--- src/rtl/argon_pkg.sv ---
`default_nettype none
// ============================================================================
// Module      : argon_pkg
// Description : Shared definitions for the ArgonALU arbiter slice. It holds the
//               opcode constants, the arbiter state encoding and the default
//               datapath widths.
// Revision    : 1.0 - initial release
// ============================================================================
package argon_pkg;

    // Default datapath widths
    localparam int DEF_OPWIDTH   = 3;
    localparam int DEF_DATAWIDTH = 16;

    // ALU opcodes
    localparam logic [2:0] OP_ADD = 3'd0;
    localparam logic [2:0] OP_SUB = 3'd1;
    localparam logic [2:0] OP_AND = 3'd2;
    localparam logic [2:0] OP_OR  = 3'd3;
    localparam logic [2:0] OP_XOR = 3'd4;
    localparam logic [2:0] OP_SLL = 3'd5;
    localparam logic [2:0] OP_SRL = 3'd6;
    localparam logic [2:0] OP_SLT = 3'd7;

    // Arbiter state encoding
    typedef logic [1:0] arb_state_t;
    localparam arb_state_t ST_IDLE = 2'd0;
    localparam arb_state_t ST_EXEC = 2'd1;
    localparam arb_state_t ST_RESP = 2'd2;

endpackage : argon_pkg
`default_nettype wire

--- src/rtl/argon_rr_arb2.sv ---
`default_nettype none
// ============================================================================
// Module      : argon_rr_arb2
// Description : Two-way round-robin grant logic. A lone valid requester always
//               wins. On a tie, the requester that was not granted last wins.
//               The output is a one-hot grant.
// Revision    : 1.0 - initial release
// ============================================================================
module argon_rr_arb2
    import argon_pkg::*;
(
    input  logic [1:0] i_valid,
    input  logic       i_last_grant,
    output logic [1:0] o_grant
);

    // Grant requester 0 unless requester 1 is also valid and 0 went last
    always_comb begin
        o_grant = 2'b00;
        if (i_valid[0] && (!i_valid[1] || i_last_grant)) begin
            o_grant[0] = 1'b1;
        end else if (i_valid[1]) begin
            o_grant[1] = 1'b1;
        end
    end

endmodule : argon_rr_arb2
`default_nettype wire

--- src/rtl/argon_alu_arbiter.sv ---
`default_nettype none
// ============================================================================
// Module      : argon_alu_arbiter
// Description : Shares one external combinational ALU between the execute
//               stage (requester 0) and the address/branch unit (requester 1).
//               The flow is IDLE -> EXEC -> RESP, taking at least 3 cycles per
//               operation. The result and the invalid flag are returned on a
//               valid/ready channel for each requester.
//               Optional macro ARGON_ALU_ARB_STATS_EN adds per-requester grant
//               counters and a saturating invalid-op counter.
// Revision    : 1.0 - initial release
// ============================================================================
module argon_alu_arbiter
    import argon_pkg::*;
#(
    parameter int OPWIDTH   = DEF_OPWIDTH,
    parameter int DATAWIDTH = DEF_DATAWIDTH
) (
    input  logic                 i_clk,
    input  logic                 i_rst_n,
    input  logic                 i_req0_valid,
    output logic                 o_req0_ready,
    input  logic [OPWIDTH-1:0]   i_req0_op,
    input  logic [DATAWIDTH-1:0] i_req0_a,
    input  logic [DATAWIDTH-1:0] i_req0_b,
    output logic                 o_rsp0_valid,
    input  logic                 i_rsp0_ready,
    output logic [DATAWIDTH-1:0] o_rsp0_result,
    output logic                 o_rsp0_invalid,
    input  logic                 i_req1_valid,
    output logic                 o_req1_ready,
    input  logic [OPWIDTH-1:0]   i_req1_op,
    input  logic [DATAWIDTH-1:0] i_req1_a,
    input  logic [DATAWIDTH-1:0] i_req1_b,
    output logic                 o_rsp1_valid,
    input  logic                 i_rsp1_ready,
    output logic [DATAWIDTH-1:0] o_rsp1_result,
    output logic                 o_rsp1_invalid,
    output logic [OPWIDTH-1:0]   o_alu_op,
    output logic [DATAWIDTH-1:0] o_alu_a,
    output logic [DATAWIDTH-1:0] o_alu_b,
    input  logic [DATAWIDTH-1:0] i_alu_result,
    input  logic                 i_alu_invalid
`ifdef ARGON_ALU_ARB_STATS_EN
    ,
    output logic [15:0]          o_grant0_count,
    output logic [15:0]          o_grant1_count,
    output logic [7:0]           o_invalid_count
`endif
);

    arb_state_t            r_state;
    logic                  r_last_grant;
    logic                  r_gnt_id;
    logic [OPWIDTH-1:0]    r_alu_op;
    logic [DATAWIDTH-1:0]  r_alu_a;
    logic [DATAWIDTH-1:0]  r_alu_b;
    logic                  r_rsp0_valid;
    logic [DATAWIDTH-1:0]  r_rsp0_result;
    logic                  r_rsp0_invalid;
    logic                  r_rsp1_valid;
    logic [DATAWIDTH-1:0]  r_rsp1_result;
    logic                  r_rsp1_invalid;
    logic [1:0]            w_grant;
    logic                  w_idle;
    logic                  w_rsp_done;

    argon_rr_arb2 u_rr_arb2 (
        .i_valid      ({i_req1_valid, i_req0_valid}),
        .i_last_grant (r_last_grant),
        .o_grant      (w_grant)
    );

    // Requests are only accepted from IDLE, and only by the granted requester.
    // The response handshake is taken from the requester that owns the op.
    always_comb begin
        w_idle       = (r_state == ST_IDLE);
        o_req0_ready = w_idle && w_grant[0];
        o_req1_ready = w_idle && w_grant[1];
        w_rsp_done   = r_gnt_id ? (r_rsp1_valid && i_rsp1_ready)
                                : (r_rsp0_valid && i_rsp0_ready);
    end

    // Arbitration FSM, ALU operand registers and response capture
    always_ff @(posedge i_clk) begin
        if (!i_rst_n) begin
            r_state        <= ST_IDLE;
            r_last_grant   <= 1'b1;
            r_gnt_id       <= 1'b0;
            r_alu_op       <= '0;
            r_alu_a        <= '0;
            r_alu_b        <= '0;
            r_rsp0_valid   <= 1'b0;
            r_rsp0_result  <= '0;
            r_rsp0_invalid <= 1'b0;
            r_rsp1_valid   <= 1'b0;
            r_rsp1_result  <= '0;
            r_rsp1_invalid <= 1'b0;
        end else begin
            case (r_state)
                ST_IDLE: begin
                    if (w_grant[0]) begin
                        r_alu_op <= i_req0_op;
                        r_alu_a  <= i_req0_a;
                        r_alu_b  <= i_req0_b;
                        r_gnt_id <= 1'b0;
                        r_state  <= ST_EXEC;
                    end else if (w_grant[1]) begin
                        r_alu_op <= i_req1_op;
                        r_alu_a  <= i_req1_a;
                        r_alu_b  <= i_req1_b;
                        r_gnt_id <= 1'b1;
                        r_state  <= ST_EXEC;
                    end
                end
                ST_EXEC: begin
                    if (r_gnt_id) begin
                        r_rsp1_result  <= i_alu_result;
                        r_rsp1_invalid <= i_alu_invalid;
                        r_rsp1_valid   <= 1'b1;
                    end else begin
                        r_rsp0_result  <= i_alu_result;
                        r_rsp0_invalid <= i_alu_invalid;
                        r_rsp0_valid   <= 1'b1;
                    end
                    r_state <= ST_RESP;
                end
                ST_RESP: begin
                    if (w_rsp_done) begin
                        if (r_gnt_id) begin
                            r_rsp1_valid <= 1'b0;
                        end else begin
                            r_rsp0_valid <= 1'b0;
                        end
                        r_last_grant <= r_gnt_id;
                        r_state      <= ST_IDLE;
                    end
                end
                default: r_state <= ST_IDLE;
            endcase
        end
    end

`ifdef ARGON_ALU_ARB_STATS_EN
    logic [15:0] r_grant0_count;
    logic [15:0] r_grant1_count;
    logic [7:0]  r_invalid_count;

    // Grant counters wrap; the invalid counter saturates at its maximum
    always_ff @(posedge i_clk) begin
        if (!i_rst_n) begin
            r_grant0_count  <= 16'd0;
            r_grant1_count  <= 16'd0;
            r_invalid_count <= 8'd0;
        end else begin
            if (o_req0_ready) begin
                r_grant0_count <= r_grant0_count + 16'd1;
            end
            if (o_req1_ready) begin
                r_grant1_count <= r_grant1_count + 16'd1;
            end
            if ((r_state == ST_EXEC) && i_alu_invalid && (r_invalid_count != 8'hFF)) begin
                r_invalid_count <= r_invalid_count + 8'd1;
            end
        end
    end

    assign o_grant0_count  = r_grant0_count;
    assign o_grant1_count  = r_grant1_count;
    assign o_invalid_count = r_invalid_count;
`endif

    assign o_alu_op       = r_alu_op;
    assign o_alu_a        = r_alu_a;
    assign o_alu_b        = r_alu_b;
    assign o_rsp0_valid   = r_rsp0_valid;
    assign o_rsp0_result  = r_rsp0_result;
    assign o_rsp0_invalid = r_rsp0_invalid;
    assign o_rsp1_valid   = r_rsp1_valid;
    assign o_rsp1_result  = r_rsp1_result;
    assign o_rsp1_invalid = r_rsp1_invalid;

endmodule : argon_alu_arbiter
`default_nettype wire

--- config.mk ---
export PLATFORM = sky130hd
export DESIGN_NAME = argon_alu_arbiter
export DESIGN_NICKNAME = d
export VERILOG_FILES = /design/src/rtl/argon_pkg.sv /design/src/rtl/argon_rr_arb2.sv /design/src/rtl/argon_alu_arbiter.sv
export SDC_FILE = /design/constraint.sdc
export NUM_CORES = 1
export LEC_CHECK = 0
export ABC_AREA = 1
export CORE_UTILIZATION = 42
export DETAILED_ROUTE_END_ITERATION = 10
export PLACE_DENSITY_LB_ADDON = 0.12
export SETUP_SLACK_MARGIN = 0.3
export SYNTH_ARGS = -nofsm -noshare
export SYNTH_HDL_FRONTEND = slang
export SYNTH_SLANG_ARGS = --single-unit
--- constraint.sdc ---
create_clock -name i_clk -period 1.9 [get_ports i_clk]
set_clock_uncertainty 0.05 [all_clocks]
set_input_delay 0.475 -clock i_clk [delete_from_list [all_inputs] [get_ports i_clk]]
set_output_delay 0.475 -clock i_clk [all_outputs]
set_load 0.01 [all_outputs]
[Word level (Yosys, flattened, before mapping)]
Cells that the tools add are included.
Storage, ports and cells
  bits in registers: 75
  latch bits: 0
  bits in writable memories: 0
  bits in read-only memories: 0
  input port bits: 93
  logic and storage cells: 62
  memories: 0
Cells by class
  add/sub/neg operators: 0
  multiply operators: 0
  divide/modulo/power cells: 0
  magnitude comparators: 0
  eq/ne operators: 8
  shifts and indexed selects: 0
  mux-type cells: 24
  bitwise logic cells: 1
  reductions and logical operators: 17
Operators by type and width (count)
  16-bit two-way mux: 4
  1-bit two-way mux: 12
  2-bit inequality test, second input constant: 5
  2-bit AND reduction: 5
  4-bit AND reduction: 2
  2-bit two-way mux: 3
  3-bit two-way mux: 2
  2-bit one-hot mux with 3 select lines: 1
  1-bit logical AND: 5
  1-bit one-hot mux with 2 select lines: 2
  2-bit nonzero test: 2
  3-bit inequality test, second input constant: 1
  2-bit by 1-bit == test with 1-bit output, second input constant: 1
  2-bit == test, second input constant: 1
  2-bit zero test: 1
  1-bit zero test: 1
  1-bit logical OR: 1
  1-bit inverter: 1

[Longest topological paths before layout]
Gate-level depths: netlist (run 1).
  depth after elaboration: 7
  depth in mapped cells: 7
  mapped depth without buffers: 6

[Cells and area by module]
From an unflattened synthesis (run 1), not the netlist that was laid out.
Second synthesis, totals
  cell total of the unflattened synthesis: 525
  area, all modules: 3369.5 um^2
By module, submodules not included
  argon_alu_arbiter: times used 1, cells each 521, area an instance 3342.0 um^2
  argon_rr_arb2: times used 1, cells each 4, area an instance 27.5 um^2

[Worst setup path after synthesis (run 1)]
No wires, ideal clock.
  path type: input to output
  start: input port i_req0_valid
  end: output port o_req1_ready
  arrival: 1.148 ns
  slack: 0.227 ns
  stages: 6
  path buffers: 2
  cell sequence: buf_4 -> nor2_2 -> nor2_8 -> buf_6 -> nand2_2 -> inv_1
Between the ends
  cells in the longest elaborated chain, start to end: 3
Ends and longest elaborated chain
  from (decl): line argon_alu_arbiter.sv:21  | input logic i_req0_valid,
  1-bit logical AND: line argon_rr_arb2.sv:20  | if (i_valid[0] && (!i_valid[1] || i_last_grant)) begin
  1-bit two-way mux: line argon_rr_arb2.sv:20
  1-bit logical AND: line argon_alu_arbiter.sv:79  | o_req1_ready = w_idle && w_grant[1];
  to (decl): line argon_alu_arbiter.sv:31  | output logic o_req1_ready,
No other way between the ends.

[Final worst setup path (run 1)]
  start: register r_state[1]
  end: output port o_req1_ready
Between the ends
  cells in the longest elaborated chain, start to end: 2
Ends and longest elaborated chain
  from (decl): line argon_alu_arbiter.sv:52  | arb_state_t r_state;
  from (signal assigned): line argon_alu_arbiter.sv:87  | r_state <= ST_IDLE;
  from (signal assigned): line argon_alu_arbiter.sv:107  | r_state <= ST_EXEC;
  from (signal assigned): line argon_alu_arbiter.sv:113  | r_state <= ST_EXEC;
  2-bit zero test: line argon_alu_arbiter.sv:77  | w_idle = (r_state == ST_IDLE);
  1-bit logical AND: line argon_alu_arbiter.sv:79
No other way between the ends.

==> flow_summary.json, run 1 <==
{
  "cts_sinks": 75,
  "antenna_found_initial": 0,
  "clock-root-buffer": "clkbuf_8",
  "peakVddDrop_mv": 0.373,
  "grt_pass1_vias": 3481,
  "timing.reg2reg.setup_slack_ns": 0.31,
  "grt.met2_usage": 0.368,
  "synth_warnings": 0,
  "die_area_um2": 9140,
  "wl_per_cell_um": 12.1,
  "met1_usage": 0.260,
  "synth_most_common_cell": "nand2_1",
  "synth_top_cell_by_area": "dfxtp_1",
  "async_flop_share": 0,
  "p_sw_frac": 0.312,
  "crit_type": "register to output pin",
  "power_frac_comb": 0.269,
  "synthFlopType": "dfxtp_1",
  "synth_top_area_share": 0.408,
  "cts_max_path_buffers": 2,
  "start_util": 0.441,
  "endpoint": "o_req1_ready",
  "critical_path.startpoint_type": "register",
  "drtPass1Iterations": 4,
  "drc": 0,
  "worst_r2r_endpoint": "o_rsp1_result[10]$_SDFFE_PN0P_",
  "cts_buffers": 9,
  "syn_inst": 567,
  "nFillCells": 816,
  "crit_path_cell_trace": "inv_2 > nand2_4 > nor2_8 > nand2_2 > inv_1 > buf_2",
  "fmax_mhz": 603,
  "crit_arrival_ns": 1.13,
  "grt_use_met3": 0.0678,
  "coreArea_um2": 8340,
  "r2r-start": "r_state[1]$_SDFFE_PN0P_",
  "end_kind": "output pin",
  "antenna_left": 0,
  "yosysUniqueCellTypes": 21,
  "via_per_inst": 4.73,
  "max_slew_margin": 0.551,
  "hold_path_class": "register to register",
  "synth.area.top_cells": "dfxtp_1, nand2_1, a21oi_1",
  "critPathSlowestCell": "dfxtp_2",
  "placed_cell_area_um2": 5350,
  "hold_viol": 0,
  "min_from": "o_rsp1_result[12]$_SDFFE_PN0P_",
  "power.switching_w": 0.00130,
  "leakagePower_nw": 2.75,
  "grt-busiest-layer": "met2",
  "hpwl_mm": 6.98,
  "port_buffers": 165,
  "internal_power_w": 0.00287,
  "grt_setup_unrepaired": "yes",
  "max_stage_delay_ns": 0.34,
  "yosysSeqAreaShare": 0.408,
  "startpoint": "r_state[1]$_SDFFE_PN0P_",
  "path_max_fanout": 3,
  "tightest_slew_ns": 0.673,
  "grt_usage": 0.216,
  "setup_violations": 0,
  "netlist_area_um2": 3680,
  "grt_pass1_wl_mm": 15.6,
  "h-tree-depth": 3,
  "critPathRequiredTime_ns": 1.37,
  "syn_area_per_cell_um2": 6.49,
  "clkTransAtPathRegs_ns": 0.09,
  "syn_to_final_growth_pct": 49.2,
  "power_density_nw_per_um2": 759,
  "cap_violations": 0,
  "outcome": "completed",
  "slew_violations": 0,
  "synth_edf_count": 0,
  "diodes": 0,
  "grt_max_degree": 71,
  "synth_nets": 660,
  "cts_tree": "built",
  "ys_ff_latch": 75,
  "drt_iter0_markers": 90,
  "final_area_um2": 5490,
  "finalCritPeriodShare": 0.873,
  "worst_r2r_path_depth": 6,
  "seq_power_share": 0.430,
  "wl_mm": 10.0,
  "routabilityCongestion": 0.762,
  "clockPowerShare": 0.301,
  "nets": 812,
  "die_h_um": 95.6,
  "timing.hold.ws_ns": 0.394,
  "rows": 33,
  "layout-drive-gt1-share": 0.0704,
  "die_w_um": 95.6,
  "min_period_ns": 1.66,
  "vias": 3923,
  "synth_common_cells": "nand2_1, inv_1, dfxtp_1, nor2_1, a21oi_1",
  "io_pins": 166,
  "grt_overflow": 0,
  "clk_latency_ns": 0.34
}
per-layer routing:
| layer | share of wire | vias to the layer above | routed length [um] |
|---|---|---|---|
| met4 | 0.0090 | 0 | 90 |
| met5 | 0 | - | 0 |
| met1 | 0.42 | 1738 | 4230 |
| met3 | 0.091 | 8 | 914 |
| met2 | 0.48 | 122 | 4780 |
| li1 | - | 2055 | - |
layout make-up:
type | count | area [um^2] | share of cell area
timing repair buffer | 178 | 1650 | 0.301
multi-input combinational | 361 | 1650 | 0.300
sequential | 75 | 1500 | 0.274
inverter | 94 | 353 | 0.0643
tap | 105 | 131 | 0.0239
clock buffer | 9 | 124 | 0.0226
clock inverter | 7 | 77.6 | 0.0141
critical path, delay by kind of cell (launching register included):
family,cells,cell delay (ns)
AND/OR/NAND/NOR,3,0.22
flip-flops,1,0.34
buffers and inverters,3,0.25
power groups by stage:
| stage | sequential [W] | combinational [W] | clock, W |
|---|---|---|---|
| 4_1_cts | 0.00179 | 0.00113 | 0.00129 |
| 6_report | 0.00179 | 0.00112 | 0.00125 |
| 3_5_place_dp | 0.00183 | 0.00122 | 0 |
| 5_1_grt | 0.00181 | 0.00126 | 0.00136 |
| 3_3_place_gp | 0.00183 | 0.00120 | 0 |
| 2_1_floorplan | 0.00190 | 0.000565 | 0 |
state kept, by name, indices dropped and copies added (netlist names), 2 cells and up:
name	count
o_rsp1_result	16
o_alu_op	3
o_alu_a	16
o_rsp0_result	16
r_state	2
o_alu_b	16
stage by stage:
stage	total power, W	setup WS, ns	util	instances	setup TNS [ns]
after global placement	0.00303	-0.445	0.642	811	-6.64
after detailed placement	0.00305	-0.476	0.642	811	-8.43
after CTS	0.00421	0.111	0.656	827	0
final	0.00416	0.241	0.658	829	0
after global routing	0.00443	0.187	0.658	829	0
after floorplan	0.00246	0.325	-	567	0
cell usage in the layout (no fill, tap or decap):
master           instances
inv_1                   90
buf_12                   1
a21oi_2                  1
nand4_1                 17
clkdlybuf4s50_1         89
nand2_2                  3
nand2_4                  1
inv_2                    4
dlygate4sd2_1           71
clkinv_2                 1
inv_6                    1
dfxtp_2                  2
dfxtp_1                 73
clkbuf_8                 9
buf_6                    1
buf_2                    5
nor2_1                  74
a21oi_1                 72
buf_4                   11
nand3_4                  2
bufinv_16                1
clkinvlp_4               1
nand2_1                130
o21ai_1                  1
nor2_4                   1
o21ai_4                  1
clkinv_4                 3
nand3_1                 38
nand3_2                  1
nor2_8                   1
o21ai_0                 18
worst min path at each step:
stage	cells after the start	end
2_1_floorplan	2	o_rsp1_invalid$_SDFFE_PN0P_
3_3_place_gp	2	o_rsp1_result[6]$_SDFFE_PN0P_
3_5_place_dp	2	o_rsp1_result[5]$_SDFFE_PN0P_
4_1_cts	2	o_rsp1_result[5]$_SDFFE_PN0P_
5_1_grt	2	o_rsp1_result[3]$_SDFFE_PN0P_
6_report	2	o_rsp1_result[12]$_SDFFE_PN0P_
repair_timing:
action                     4_1_cts  5_1_grt
setup endpoints to repair      124       12
hold buffers                     0        0
gates resized for setup         87        5
setup buffers                    0        1
cloned                           0        1
pin swaps                        2        4
cells by family (layout without fill, tap and decap cells):
kind of cell	count (synthesis)	in the layout	synth area share
compound gates	93	93	0.131
buf+inv	132	288	0.153
flops	75	75	0.408
simple gates	267	268	0.309
Power figures use the tool's default switching activity.
==> inputs of run 2 (changes only) <==
Settings changed: CORE_UTILIZATION 42 to 41, SYNTH_HIERARCHICAL set to 1.
==> run 2 against run 1 <==
  * Area after synthesis shrank 8.4%
  * Clock power up 6%
  * Sequential power barely moved
  * Setup slack lost 0.055 ns
  * Critical path type is now input pin to output pin
  * Highest routed layer unchanged
  * Largest cell class unchanged
==> flow_summary.json, run 2 <==
{
  "outcome": "completed",
  "min_from": "o_rsp1_result[13]$_SDFFE_PN0P_",
  "hold_path_class": "register to register",
  "timing.reg2reg.setup_slack_ns": 0.25,
  "crit_type": "input pin to output pin",
  "max_slew_margin": 0.575,
  "antenna_found_initial": 0,
  "synth_nets": 618,
  "nFillCells": 695,
  "cts_max_path_buffers": 2,
  "cts_buffers": 9,
  "async_flop_share": 0,
  "synth_top_area_share": 0.446,
  "cap_violations": 0,
  "end_kind": "output pin",
  "wl_mm": 10.1,
  "syn_to_final_growth_pct": 61.3,
  "power_density_nw_per_um2": 771,
  "layout-drive-gt1-share": 0.0788,
  "coreArea_um2": 7850,
  "yosysSeqAreaShare": 0.446,
  "endpoint": "o_req1_ready",
  "fmax_mhz": 583,
  "grt_overflow": 0,
  "synth_top_cell_by_area": "dfxtp_1",
  "die_area_um2": 8580,
  "synthFlopType": "dfxtp_1",
  "grt_pass1_vias": 3379,
  "total_power_w": 0.00419,
  "cts_sinks": 75,
  "diodes": 0,
  "final_cell_mix": "nand2_1, clkdlybuf4s50_1, nor2_1, dfxtp_1, dlygate4sd2_1",
  "port_buffers": 165,
  "critical_path.startpoint_type": "input pin",
  "drtPass1Iterations": 5,
  "clk_latency_ns": 0.34,
  "cts_tree": "built",
  "syn_area_per_cell_um2": 6.42,
  "netlist_area_um2": 3370,
  "via_per_inst": 4.62,
  "die_h_um": 92.7,
  "io_pins": 166,
  "worst_r2r_endpoint": "o_alu_b[8]$_SDFFE_PN0P_",
  "grt_usage": 0.218,
  "antenna_left": 0,
  "path_max_fanout": 2,
  "rows": 32,
  "vias": 3695,
  "drt_iter0_markers": 125,
  "nets": 786,
  "min_period_ns": 1.71,
  "wl_per_cell_um": 12.7,
  "slew_violations": 0,
  "ys_ff_latch": 75,
  "synth.area.top_cells": "dfxtp_1, nand2_1, nor2_1",
  "worst_r2r_path_depth": 10,
  "mostFrequentLayoutCell": "nand2_1",
  "grt_max_degree": 49,
  "final_area_um2": 5440,
  "r2r-start": "r_last_grant$_SDFFE_PN1P_",
  "die_w_um": 92.7,
  "clock-root-buffer": "clkbuf_8",
  "syn_inst": 525,
  "start_util": 0.429,
  "yosysUniqueCellTypes": 18,
  "setup_violations": 0,
  "drc": 0,
  "finalCritPeriodShare": 0.902,
  "crit_arrival_ns": 1.19,
  "grt_pass1_wl_mm": 15.0,
  "critPathRequiredTime_ns": 1.37,
  "routabilityCongestion": 0.798,
  "placed_cell_area_um2": 5120,
  "synth_warnings": 6,
  "clkTransAtPathRegs_ns": 0.08,
  "leakagePower_nw": 2.74,
  "startpoint": "i_req0_valid",
  "tightest_slew_ns": 0.637,
  "grt_setup_unrepaired": "yes",
  "hpwl_mm": 6.80,
  "h-tree-depth": 3,
  "synth_common_cells": "nand2_1, nor2_1, dfxtp_1, inv_1, a21oi_1",
  "synth_edf_count": 0,
  "synth_most_common_cell": "nand2_1",
  "hold_viol": 0,
  "peakVddDrop_mv": 0.476
}
-- run 2: cell count changes after synthesis, sizes merged --
| cell | before | now |
|---|---|---|
| nand3 | 40 | 5 |
| nand2 | 134 | 199 |
| clkbuf | 14 | 7 |
| o21ai | 20 | 21 |
| nor2 | 76 | 77 |
| inv | 94 | 61 |
| a21boi | 0 | 1 |
| a21oi | 73 | 38 |
-- run 2: report_power, final --
part / leakage [nW] / total (W) / switching [W] / internal (W)
Sequential: 0.615 / 0.00177 / 0.0000646 / 0.00170
Combinational: 2.02 / 0.00110 / 0.000553 / 0.000550
Clock: 0.101 / 0.00132 / 0.000586 / 0.000734
-- run 2: how the worst min path moves through the flow --
stage               cells past startpoint  slack [ns]                             end
floorplan                               2        0.42     o_rsp1_invalid$_SDFFE_PN0P_
global placement                        2        0.38   o_rsp1_result[3]$_SDFFE_PN0P_
detailed placement                      2        0.38  o_rsp1_result[14]$_SDFFE_PN0P_
CTS                                     2        0.38       r_last_grant$_SDFFE_PN1P_
global route                            2        0.40       r_last_grant$_SDFFE_PN1P_
finish                                  2        0.39  o_rsp1_result[13]$_SDFFE_PN0P_
-- run 2: cell families after synthesis --
family,after synthesis,share of synthesized area
DFF,75,0.446
AOI/OAI and AO/OA,60,0.0954
buffers and inverters,92,0.111
and+or+nand+nor,298,0.348
-- run 2: layout make-up --
| cell class | instances | area (um^2) | share of cell area |
|---|---|---|---|
| multi-input cells | 358 | 1520 | 0.280 |
| flip-flops and latches | 75 | 1510 | 0.277 |
| clock buffers | 9 | 124 | 0.0228 |
| well taps | 102 | 128 | 0.0235 |
| repair buffers | 188 | 1840 | 0.338 |
| inverters | 61 | 229 | 0.0421 |
| clock inverters | 7 | 92.6 | 0.0170 |
-- run 2: critical path, stage by stage --
cell and delay (ns):
clkdlybuf4s15_1 0.23, a21boi_2 0.19, inv_1 0.07, nor2_2 0.09, buf_2 0.14
-- run 2: layer usage --
| layer | share of wire | vias up | global-route usage |
|---|---|---|---|
| met1 | 0.43 | 1618 | 0.253 |
| met5 | 0 | - | 0 |
| li1 | - | 1941 | - |
| met3 | 0.073 | 16 | 0.0534 |
| met2 | 0.48 | 120 | 0.386 |
| met4 | 0.016 | 0 | 0.0833 |
-- run 2: through the flow --
| stage | utilization | hold WS [ns] | TNS (ns) | std cells | setup slack (ns) |
|---|---|---|---|---|---|
| 6_report | 0.693 | 0.390 | 0 | 800 | 0.186 |
| 5_1_grt | 0.693 | 0.397 | 0 | 800 | 0.130 |
| 2_1_floorplan | - | 0.417 | 0 | 525 | 0.323 |
| 3_3_place_gp | 0.652 | 0.382 | -10.58 | 773 | -0.529 |
| 3_5_place_dp | 0.652 | 0.383 | -11.72 | 773 | -0.551 |
| 4_1_cts | 0.669 | 0.382 | 0 | 790 | 0.133 |
-- run 2: what timing repair did --
item	4_1_cts	5_1_grt
hold buffers	0	0
buffers inserted	1	5
resized for setup	86	10
hold endpoints to repair	0	0
cloned	0	5
setup endpoints to repair	109	27
pin swaps	1	4
==> inputs of run 3 (changes only) <==
Settings changed: CORE_MARGIN set to 5.
==> run 3 against run 2 <==
  * Clock power grew 11%
  * Hold slack gained 0.0034 ns
  * Cell count shrank 1.3%
  * Clock-buffer cell count unchanged
  * Critical endpoint is now o_req0_ready
  * Total power rose by 0.87%
==> flow_summary.json, run 3 (synthesis results as in run 2) <==
{
  "holdPathStages": 2,
  "power_density_nw_per_um2": 802,
  "finalCritPeriodShare": 0.892,
  "die_h_um": 101,
  "grt_usage": 0.193,
  "drc": 0,
  "worst_r2r_path_depth": 7,
  "critical_path.startpoint_type": "register",
  "crit_arrival_ns": 1.17,
  "syn_to_final_growth_pct": 56.4,
  "grt_pass1_wl_mm": 15.8,
  "worst_r2r_endpoint": "o_alu_a[15]$_SDFFE_PN0P_",
  "grt_pass1_vias": 3444,
  "max_slew_margin": 0.547,
  "wl_mm": 9.69,
  "startpoint": "r_last_grant$_SDFFE_PN1P_",
  "layout-drive-gt1-share": 0.0599,
  "nFillCells": 764,
  "min_period_ns": 1.70,
  "setup_violations": 0,
  "grt_max_degree": 52,
  "h-tree-depth": 3,
  "cap_violations": 0,
  "wl_per_cell_um": 12.3,
  "via_per_inst": 4.57,
  "port_buffers": 165,
  "coreArea_um2": 8090,
  "outcome": "completed",
  "die_w_um": 101,
  "cts_sinks": 75,
  "path_max_fanout": 3,
  "cts_buffers": 9,
  "hold_viol": 0,
  "multi_input_area_um2": 1530,
  "seqCellArea_um2": 1510,
  "rows": 33,
  "slew_violations": 0,
  "utilization": 0.651,
  "cts_max_path_buffers": 2,
  "antenna_found_initial": 0,
  "peakVddDrop_mv": 0.382,
  "tightest_slew_ns": 0.679,
  "hpwl_mm": 7.11,
  "nets": 774,
  "cts_tree": "built",
  "clkTransAtPathRegs_ns": 0.08,
  "grt_setup_unrepaired": "yes",
  "total_power_w": 0.00423,
  "layout_setup_ws_ns": 0.204,
  "diodes": 0,
  "end_kind": "output pin",
  "fmax_mhz": 590,
  "r2r-start": "r_last_grant$_SDFFE_PN1P_",
  "hold_path_class": "register to register",
  "fin_setup_tns_ns": 0,
  "final_cell_mix": "nand2_1, clkdlybuf4s50_1, nor2_1",
  "routabilityCongestion": 0.779,
  "critPathRequiredTime_ns": 1.37,
  "clk_latency_ns": 0.34,
  "leakagePower_nw": 2.66,
  "timing.reg2reg.setup_slack_ns": 0.35,
  "drt_iter0_markers": 118,
  "antenna_left": 0,
  "start_util": 0.416,
  "io_pins": 166,
  "hold_buffers": 0,
  "drtPass1Iterations": 4,
  "crit_type": "register to output pin",
  "grt_overflow": 0,
  "endpoint": "o_req0_ready",
  "timing.hold.ws_ns": 0.393,
  "clock-root-buffer": "clkbuf_8",
  "vias": 3610,
  "dp_slack_ns": -0.571,
  "die_area_um2": 10100,
  "mostFrequentLayoutCell": "nand2_1"
}
[run 3: changes by cell type in the layout (fill, tap and decap cells not counted), moves of 2 or more]
cell,before,now
clkinvlp_4,3,0
clkbuf_16,4,0
buf_4,14,9
buf_12,3,1
[run 3: how the worst min path moves through the flow]
| stage | start | endpoint | slack [ns] |
|---|---|---|---|
| after floorplan | o_rsp1_invalid$_SDFFE_PN0P_ | o_rsp1_invalid$_SDFFE_PN0P_ | 0.42 |
| after detailed placement | o_rsp1_result[1]$_SDFFE_PN0P_ | o_rsp1_result[1]$_SDFFE_PN0P_ | 0.39 |
| after global placement | o_rsp1_result[0]$_SDFFE_PN0P_ | o_rsp1_result[0]$_SDFFE_PN0P_ | 0.38 |
| after CTS | i_rst_n | r_last_grant$_SDFFE_PN1P_ | 0.38 |
| after global routing | i_rst_n | r_last_grant$_SDFFE_PN1P_ | 0.40 |
| final | o_rsp1_result[1]$_SDFFE_PN0P_ | o_rsp1_result[1]$_SDFFE_PN0P_ | 0.39 |
[run 3: metal layers]
layer / global-route usage / share of wire
met1: 0.240 / 0.44
met2: 0.313 / 0.46
met3: 0.0581 / 0.084
met4: 0.0725 / 0.016
met5: 0 / 0
[run 3: what timing repair did]
item / 4_1_cts / 5_1_grt
resized for setup: 88 / 6
endpoints found under the setup margin: 109 / 39
setup buffers: 1 / 0
pin swaps: 1 / 1
[run 3: final cells by class]
| type | instances | area share |
|---|---|---|
| Clock buffer | 9 | 0.0235 |
| Timing Repair Buffer | 176 | 0.312 |
| Tap cell | 105 | 0.0249 |
| Multi-Input combinational cell | 358 | 0.290 |
| Inverter | 61 | 0.0434 |
| Sequential cell | 75 | 0.286 |
| Clock inverter | 6 | 0.0214 |
[run 3: report_power, final]
part           switching [W]  leakage, nW  internal (W)
clock network       0.000602        0.120      0.000870
logic               0.000516         1.93      0.000473
registers          0.0000642        0.615       0.00170
[run 3: critical path: stages (launching register included)]
cell and delay (ns):
dfxtp_4 0.38, inv_2 0.05, a21oi_4 0.15, inv_2 0.07, nor2_4 0.09, buf_6 0.11
[run 3: stage by stage]
step / std cells / instance area, um^2
floorplan: 525 / 3390
global placement: 774 / 5100
detailed placement: 774 / 5100
CTS: 790 / 5260
global route: 790 / 5270
finish: 790 / 5270
